**config.mk**
```make
export PLATFORM = sky130hd
export DESIGN_NAME = bus_multicast_arb
export DESIGN_NICKNAME = d
export VERILOG_FILES = /design/src/rtl/bus_pkg.sv /design/src/rtl/bus_multicast_arb_rr_arbiter.sv /design/src/rtl/bus_multicast_arb.sv
export SDC_FILE = /design/constraint.sdc
export NUM_CORES = 1
export LEC_CHECK = 0
export ABC_CLOCK_PERIOD_IN_PS = 1510
export CAP_MARGIN = 20
export CORE_MARGIN = 2
export CORE_UTILIZATION = 30
export DETAILED_ROUTE_END_ITERATION = 8
export GPL_ROUTABILITY_DRIVEN = 0
export GPL_TIMING_DRIVEN = 0
export PLACE_DENSITY = 0.75
export SLEW_MARGIN = 40
export SYNTH_ARGS = -nofsm -noshare
export SYNTH_HDL_FRONTEND = slang
export SYNTH_SLANG_ARGS = --single-unit
```
**constraint.sdc**
```tcl
create_clock -name clk -period 1.51 [get_ports clk]
set_input_delay 0.302 -clock clk [delete_from_list [all_inputs] [get_ports clk]]
set_output_delay 0.302 -clock clk [all_outputs]
set_load 0.005 [all_outputs]
```
**src/rtl/bus_pkg.sv**
```systemverilog
// Shared definitions for the PE-array bus blocks: default widths, the
// source-index width helper and the zero-mask broadcast convention.
package bus_pkg;

    localparam int unsigned DEF_NUM_PES   = 4;
    localparam int unsigned DEF_NUM_SRCS  = 2;
    localparam int unsigned DEF_DATA_TYPE = 16;

    // An all-zero destination mask addresses every PE.
    localparam bit ZERO_MASK_IS_BCAST = 1'b1;

    // Index width for n sources, never narrower than one bit.
    function automatic int unsigned src_w(input int unsigned n);
        return (n <= 1) ? 1 : $clog2(n);
    endfunction

endpackage

```
**src/rtl/bus_multicast_arb_rr_arbiter.sv**
```systemverilog
// Round-robin arbiter: the search starts at the pointer and wraps; the pointer
// moves past the winner whenever the grant is taken (advance).
module rr_arbiter
    import bus_pkg::*;
#(
    parameter int unsigned N = DEF_NUM_SRCS,
    parameter int unsigned W = src_w(N)
) (
    input  logic         clk,
    input  logic         rst_n,
    input  logic [N-1:0] req,
    input  logic         advance,
    output logic [N-1:0] gnt_onehot,
    output logic [W-1:0] gnt_idx
);

    logic [W-1:0] ptr;

    function automatic int unsigned wrap_idx(input int unsigned p, input int unsigned i);
        int unsigned s;
        s = p + i;
        return (s >= N) ? s - N : s;
    endfunction

    // First requesting source at or after the pointer.
    always_comb begin
        gnt_onehot = '0;
        gnt_idx    = '0;
        for (int unsigned i = 0; i < N; i++) begin
            if (gnt_onehot == '0 && req[wrap_idx(32'(ptr), i)]) begin
                gnt_onehot[wrap_idx(32'(ptr), i)] = 1'b1;
                gnt_idx = W'(wrap_idx(32'(ptr), i));
            end
        end
    end

    always_ff @(posedge clk) begin
        if (!rst_n) begin
            ptr <= '0;
        end else if (advance) begin
            ptr <= (32'(gnt_idx) >= N - 1) ? '0 : W'(32'(gnt_idx) + 1);
        end
    end

endmodule

```
**src/rtl/bus_multicast_arb.sv**
```systemverilog
// Arbitrated multicast bus: one held output word delivered to a per-transfer
// PE subset with per-PE valid/ready. BUS_MULTICAST_STATS_EN adds counters.
module bus_multicast_arb
    import bus_pkg::*;
#(
    parameter int unsigned NUM_PES   = DEF_NUM_PES,
    parameter int unsigned NUM_SRCS  = DEF_NUM_SRCS,
    parameter int unsigned DATA_TYPE = DEF_DATA_TYPE,
    parameter int unsigned SRC_W     = src_w(NUM_SRCS)
) (
    input  logic                          clk,
    input  logic                          rst_n,
    input  logic [NUM_SRCS-1:0]           req,
    input  logic [NUM_SRCS*DATA_TYPE-1:0] data_in,
    input  logic [NUM_SRCS*NUM_PES-1:0]   dest_mask,
    output logic [NUM_SRCS-1:0]           grant,
    output logic [NUM_PES*DATA_TYPE-1:0]  data_out,
    output logic [NUM_PES-1:0]            valid_out,
    input  logic [NUM_PES-1:0]            ready_in,
    output logic                          busy
`ifdef BUS_MULTICAST_STATS_EN
    ,
    output logic [31:0]                   xfer_cnt,
    output logic [31:0]                   stall_cnt
`endif
);

    logic [DATA_TYPE-1:0] data_reg;
    logic [NUM_SRCS-1:0]  arb_onehot;
    logic [SRC_W-1:0]     arb_idx;
    logic                 capture;
    logic [NUM_PES-1:0]   win_mask;
    logic [NUM_PES-1:0]   load_mask;
    logic [NUM_PES-1:0]   pend_nxt;
    logic [DATA_TYPE-1:0] win_data;

    rr_arbiter #(
        .N (NUM_SRCS),
        .W (SRC_W)
    ) u_arb (
        .clk        (clk),
        .rst_n      (rst_n),
        .req        (req),
        .advance    (capture),
        .gnt_onehot (arb_onehot),
        .gnt_idx    (arb_idx)
    );

    // Stage is free when nothing is owed after this cycle's acceptances.
    always_comb begin
        capture   = (|req) && ((valid_out & ~ready_in) == '0);
        win_data  = data_in[32'(arb_idx)*DATA_TYPE +: DATA_TYPE];
        win_mask  = dest_mask[32'(arb_idx)*NUM_PES +: NUM_PES];
        load_mask = (ZERO_MASK_IS_BCAST && win_mask == '0) ? '1 : win_mask;
        pend_nxt  = capture ? load_mask : (valid_out & ~ready_in);
    end

    // valid_out is the pending set itself.
    always_ff @(posedge clk) begin
        if (!rst_n) begin
            valid_out <= '0;
            busy      <= 1'b0;
            grant     <= '0;
            data_reg  <= '0;
        end else begin
            valid_out <= pend_nxt;
            busy      <= |pend_nxt;
            grant     <= capture ? arb_onehot : '0;
            if (capture) begin
                data_reg <= win_data;
            end
        end
    end

    assign data_out = {NUM_PES{data_reg}};

`ifdef BUS_MULTICAST_STATS_EN
    always_ff @(posedge clk) begin
        if (!rst_n) begin
            xfer_cnt  <= '0;
            stall_cnt <= '0;
        end else begin
            if (capture) begin
                xfer_cnt <= xfer_cnt + 32'd1;
            end
            if (busy && ((valid_out & ~ready_in) != '0)) begin
                stall_cnt <= stall_cnt + 32'd1;
            end
        end
    end
`endif

endmodule

```
* Yosys cells after proc, flatten, opt, wreduce, memory -nomap -nowiden
Cells that the tools add are included.
Word-level totals: bits in registers 24, bits in latches 0, bits in writable memories 0, bits in read-only memories 0, input bits 48, output and inout bits 71, word-level logic and storage cells 48, memories 0
Cells by class: $add $sub $neg 4, multiply operators 0, divide/modulo/power cells 0, magnitude comparators 7, equal/unequal tests 0, shift operators 2, muxes and demuxes 17, bitwise logic cells 3, reductions and logical operators 10
Operators with widths (count):
- $ge 32x1->1 const B | 2
- $lt 32x2->1 const B | 2
- $mux 32 | 2
- $ge 32x2->1 const B | 1
- $shiftx 32x6->16 | 1
- $sub 32x2->32 const B | 1
- $mux 1 | 9
- $logic_not 4->1 | 2
- $mux 4 | 2
- $shiftx 8x4->4 | 1
- $and 4x4->4 | 1
- $logic_and 1x1->1 | 4
- $mux 2 | 2
- $not 4->4 | 1
- $reduce_or 4->1 | 1
- $sub 1x2->3 const B | 1
- $add 1x1->2 const B | 1
- $demux 1 s1 | 2
- $ge 1x2->1 const B | 1
- $logic_not 2->1 | 1
- $or 2x2->2 | 1
- $reduce_and 2->1 | 1
- $reduce_or 2->1 | 1
- $add 1x1->1 const B | 1
- $ge 1x1->1 const B | 1

* Depth between registers and ports, before layout
depth in word-level cells 15, depth in mapped cells 7, mapped depth without buffers 5

* Hierarchy
A second synthesis with hierarchy kept.
Unflattened totals: cell total of the unflattened synthesis 173, area total of the unflattened synthesis 1582.8 sq um
Modules (own cells, without submodules):
- bus_multicast_arb | times used 1, cells each 166, area an instance 1515.2 sq um
- rr_arbiter | times used 1, cells each 7, area an instance 67.6 sq um

* Worst setup path before layout
Ideal clock, no wire load.
path kind register -> register, start register u_arb.ptr, end register busy, library setup time 0.125 ns, data arrival time 1.401 ns, data required time 1.385 ns, slack -0.016 ns, stages on the path, launching flop included 7, period minus slack after synthesis 1.526 ns, path through dfxtp_1 nand2b_1 and2_4 buf_6 mux2i_4 a32oi_1 o41a_1
On the way: cells in the longest elaborated chain, start to end 15, elaborated cells on any way between the ends 26, those cells by class add/sub (3); order compare (4); shift (1); mux (13); reduce/logical (5)
RTL lines:
- start, declared | line bus_multicast_arb_rr_arbiter.sv:17 | logic [W-1:0] ptr;
- start signal, assigned | line bus_multicast_arb_rr_arbiter.sv:41 | ptr <= (32'(gnt_idx) >= N - 1) ? '0 : W'(32'(gnt_idx) + 1);
- $sub 1x2->3 / $ge 1x2->1 (equally long branches) | line bus_multicast_arb_rr_arbiter.sv:22 | return (s >= N) ? s - N : s;
- $mux 32 | line bus_multicast_arb_rr_arbiter.sv:22
- $ge 32x1->1 (not written as such) / $lt 32x2->1 (equally long branches) | line bus_multicast_arb_rr_arbiter.sv:31 | gnt_onehot[wrap_idx(32'(ptr), i)] = 1'b1;
- $logic_and 1x1->1 (not written as such) | line bus_multicast_arb_rr_arbiter.sv:31
- $mux 1 (not written as such) | line bus_multicast_arb_rr_arbiter.sv:31
- $demux 1 s1
- $mux 2 | line bus_multicast_arb_rr_arbiter.sv:30 | if (gnt_onehot == '0 && req[wrap_idx(32'(ptr), i)]) begin
- $logic_not 2->1 | line bus_multicast_arb_rr_arbiter.sv:30
- $logic_and 1x1->1 | line bus_multicast_arb_rr_arbiter.sv:30
- $mux 1 (*) | line bus_multicast_arb_rr_arbiter.sv:30
- $shiftx 8x4->4 (*) | line bus_multicast_arb.sv:53 | win_mask = dest_mask[32'(arb_idx)*NUM_PES +: NUM_PES];
- $logic_not 4->1 | line bus_multicast_arb.sv:54 | load_mask = (ZERO_MASK_IS_BCAST && win_mask == '0) ? '1 : win_mask;
- $mux 4 (*) | line bus_multicast_arb.sv:54
- $mux 4 (*) | line bus_multicast_arb.sv:55 | pend_nxt = capture ? load_mask : (valid_out & ~ready_in);
- $reduce_or 4->1 (*) | line bus_multicast_arb.sv:67 | busy <= |pend_nxt;
- end signal, assigned | line bus_multicast_arb.sv:67
- end, declared | line bus_multicast_arb.sv:20 | output logic busy
Mark *: on every way between the ends. The rest lies on a longest branch, timed or not. The select of a mux whose other input is x is not followed. A chain may end at the register's enable or synchronous reset.

* Worst setup path in the final report
Same ends and word-level chain as after synthesis.

==> flow_summary_export.csv <==
group,metric,value,unit
outcome,status,"finished, violations left",
outcome,violations,"negative setup slack",
cts,cts-root-to-sink-buffers,2,
route,drt_pre_antenna_iters,4,
route,detail-route-antenna-nets,0,
timing,hold_slack,504,ps
yosys,synth_enable_flop_cells,0,
cts,clock_sink_count,24,
route,drt-wirelength-per-cell,13.2,um
yosys,postSynthRegisterBits,24,
floorplan,fp.coreArea,0.00475,mm^2
floorplan,die_x,74.5,um
timing,timing.final.hold_violations,0,
worst_setup_path,crit_arrival,1770,ps
cts,ctsRootBufferMaster,"clkbuf_8",
worst_setup_path,timing.setup.critical_path_class,"flip-flop to flip-flop",
yosys,synth.yosys.seq_area_share,32.2,%
yosys,yosysWarnings,0,
finish,layout.filler_cells,407,
finish,layout.area.seq,522,um^2
placement,dpl_cell_area,0.00276,mm^2
power,pwr-share-clk,19.5,%
yosys,synth_cells,186,
timing,relSlewSlack,77.3,%
cts,clk-insertion-delay-late,270,ps
worst_setup_path,cp_data_required_time,1670,ps
finish,antenna_cells,0,
job,maximum_capacitance_violations,0,
placement,portBuffers,118,
grt,grt_start_max_net_pins,15,
min_path,hold_path_class,"flip-flop to flip-flop",
placement,post-dp-hpwl,3.61,mm
timing,period_needed,1610,ps
timing,final.setup_skew,1.47,ps
timing,setup_total_negative_slack,-467,ps
grt,grt.total_usage,17.9,%
finish,final_cell_area,0.00333,mm^2
finish,largest_register_ff_count,16,
worst_setup_path,setup.worst_path.end_class,"flip-flop",
cts,htree_levels,1,
finish,multiInputGateArea,762,um^2
cts,cts_inserted_buffers,3,
timing,setup_slack,-101,ps
worst_setup_path,crit_path_max_fanout,4,
route,detail_route.vias_per_cell,4.48,
power,sw_frac_of_total,28.4,%
cts,cts.reportedPaths.clkPinSlew,90,ps
grt,grt_pass1_vias,1700,
timing,maxSlewViolCount,0,
power,power.share.sequential,27.9,%
cts,cts_tree,"done",
route,vias,1818,
floorplan,die_height,74.5,um
finish,post_route_utilization,70.0,%
timing,tightestPinTransition,338,ps
grt,grt_pass1_wl,7.68,mm
grt,globalRouteOverflowTotal,0,
power,p_total,2.98,mW
cts,hold_buffers,0,
floorplan,initial_core_util,31.4,%
floorplan,ioPinCount,119,
grt,antenna_found_initial,0,
power,pwr-share-comb,52.7,%
power,power_per_cell_area,896,mW/mm^2
power,internal_power,2.14,mW
route,post-route-drc-count,0,
yosys,synth_async_sr_flop_share,0,%
power,ir_worst_vdd,0.536,mV
timing,timing.final.setup_violations,17,
finish,final_layout_size_suffix_gt1_share,44.5,%
timing,fmaxAchievable,621,MHz
floorplan,std_cell_rows,25,
floorplan,die_area,0.00555,mm^2
yosys,postSynthNetCount,234,
worst_setup_path,worst_path_max_delay_cell,"o41a_1",
yosys,synth_cell_types,23,
timing,period_share,107,%
finish,nNetsFinal,388,
yosys,synth.cell_area,0.00149,mm^2
worst_setup_path,max_stage_delay,430,ps
worst_setup_path,cell_breakdown_of_the_critical_path,"nand2b_4, and2_4, mux2i_4, a32oi_2, o41a_1",
yosys,syn_avg_cell_area,8.02,um^2
finish,area.growth.synth_to_final,123,%
power,p_leak,1.68,nW
route,dr.first_iter.drc_count,57,
timing,unrepaired_setup_endpoints_after_global_routing,"yes",
route,postRouteWirelength,5.37,mm
yosys,ys_dominant_reg_cell,"dfxtp_1",
power,total_switching_power,0.847,mW
worst_setup_path,critical_path.startpoint_type,"flip-flop",
## path summary, 6_finish.rpt
path	startpoint	endpoint	slack (ps)	cells after the start
setup / recovery	u_arb.ptr	busy	-100	5
hold / removal	u_arb.ptr	u_arb.ptr	500	2
setup reg to reg	u_arb.ptr	busy	-100	5
hold reg to reg	u_arb.ptr	u_arb.ptr	500	2
## critical path: cells and delay by family, from the launching register on
kind	cells	cell delay, ps
compound gates	2	580
flops	1	340
mux	1	280
simple gates	2	310
## layout by cell type (no fill, tap or decap), types with 4 or more instances in the layout
master           Yosys  final
dlygate4sd2_1        0     51
nand2_1             38     37
buf_6                3      8
nor2_2               0     10
nor2_1              19      5
nor2_4               0      4
a311oi_2             0      7
buf_4               49     74
nand2b_1             5      4
dfxtp_4              0      6
clkdlybuf4s50_1      0     58
and2_1               4      4
dlymetal6s2s_1       0      8
a311oi_1            16      9
dfxtp_2              0     15
## cell type report
type,instances,area share [%]
timing repair buffer,152,43.5
multi-input combinational,103,22.9
sequential,24,15.7
buffer,55,13.1
tap,67,2.52
clock buffer,3,1.24
clock inverter,1,0.902
inverter,1,0.188
## repair_timing
item,CTS,global route
gates cloned,1,1
setup buffers,30,3
gates resized for setup,109,43
setup endpoints to repair,85,29
pin swaps,15,13
## routing by layer
layer  up-vias  wire [um]  global-route usage (%)
li1        895          -                       -
met1       844       1990                    19.9
met2        75       2970                    35.5
met3         4        375                    2.17
met4         0         38                    4.17
met5         -          0                       0
## cells in the mapped netlist (2+ instances only)
cell type | number | area [um^2]
a21oi_1 | 4 | 20.0
a311oi_1 | 16 | 140
a32oi_1 | 4 | 35.0
and2_1 | 4 | 25.0
buf_2 | 4 | 20.0
buf_4 | 49 | 368
buf_6 | 3 | 33.8
dfxtp_1 | 24 | 480
nand2_1 | 38 | 143
nand2b_1 | 5 | 31.3
nor2_1 | 19 | 71.3
nor2b_1 | 4 | 25.0
nor4_1 | 2 | 12.5
## cells by family after synthesis
family | count (synthesis) | synth area share [%]
and+or+nand+nor | 74 | 22.1
buffers and inverters | 59 | 29.0
AOI/OAI and AO/OA | 28 | 15.2
DFF | 24 | 32.2
muxes | 1 | 1.51
## stage by stage
step,setup slack [ps],cells
floorplan,-16.3,186
global placement,-591,371
detailed placement,-598,371
CTS,-77.4,405
global route,-154,406
finish,-101,406
## power by group through the flow
stage	sequential (mW)	clock, mW	combinational (mW)
after global routing	0.844	0.605	1.69
after global placement	0.827	0	1.29
after floorplan	0.826	0	0.566
after CTS	0.821	0.583	1.49
final	0.831	0.580	1.57
after detailed placement	0.834	0	1.31
Power figures use the tool's default switching activity.
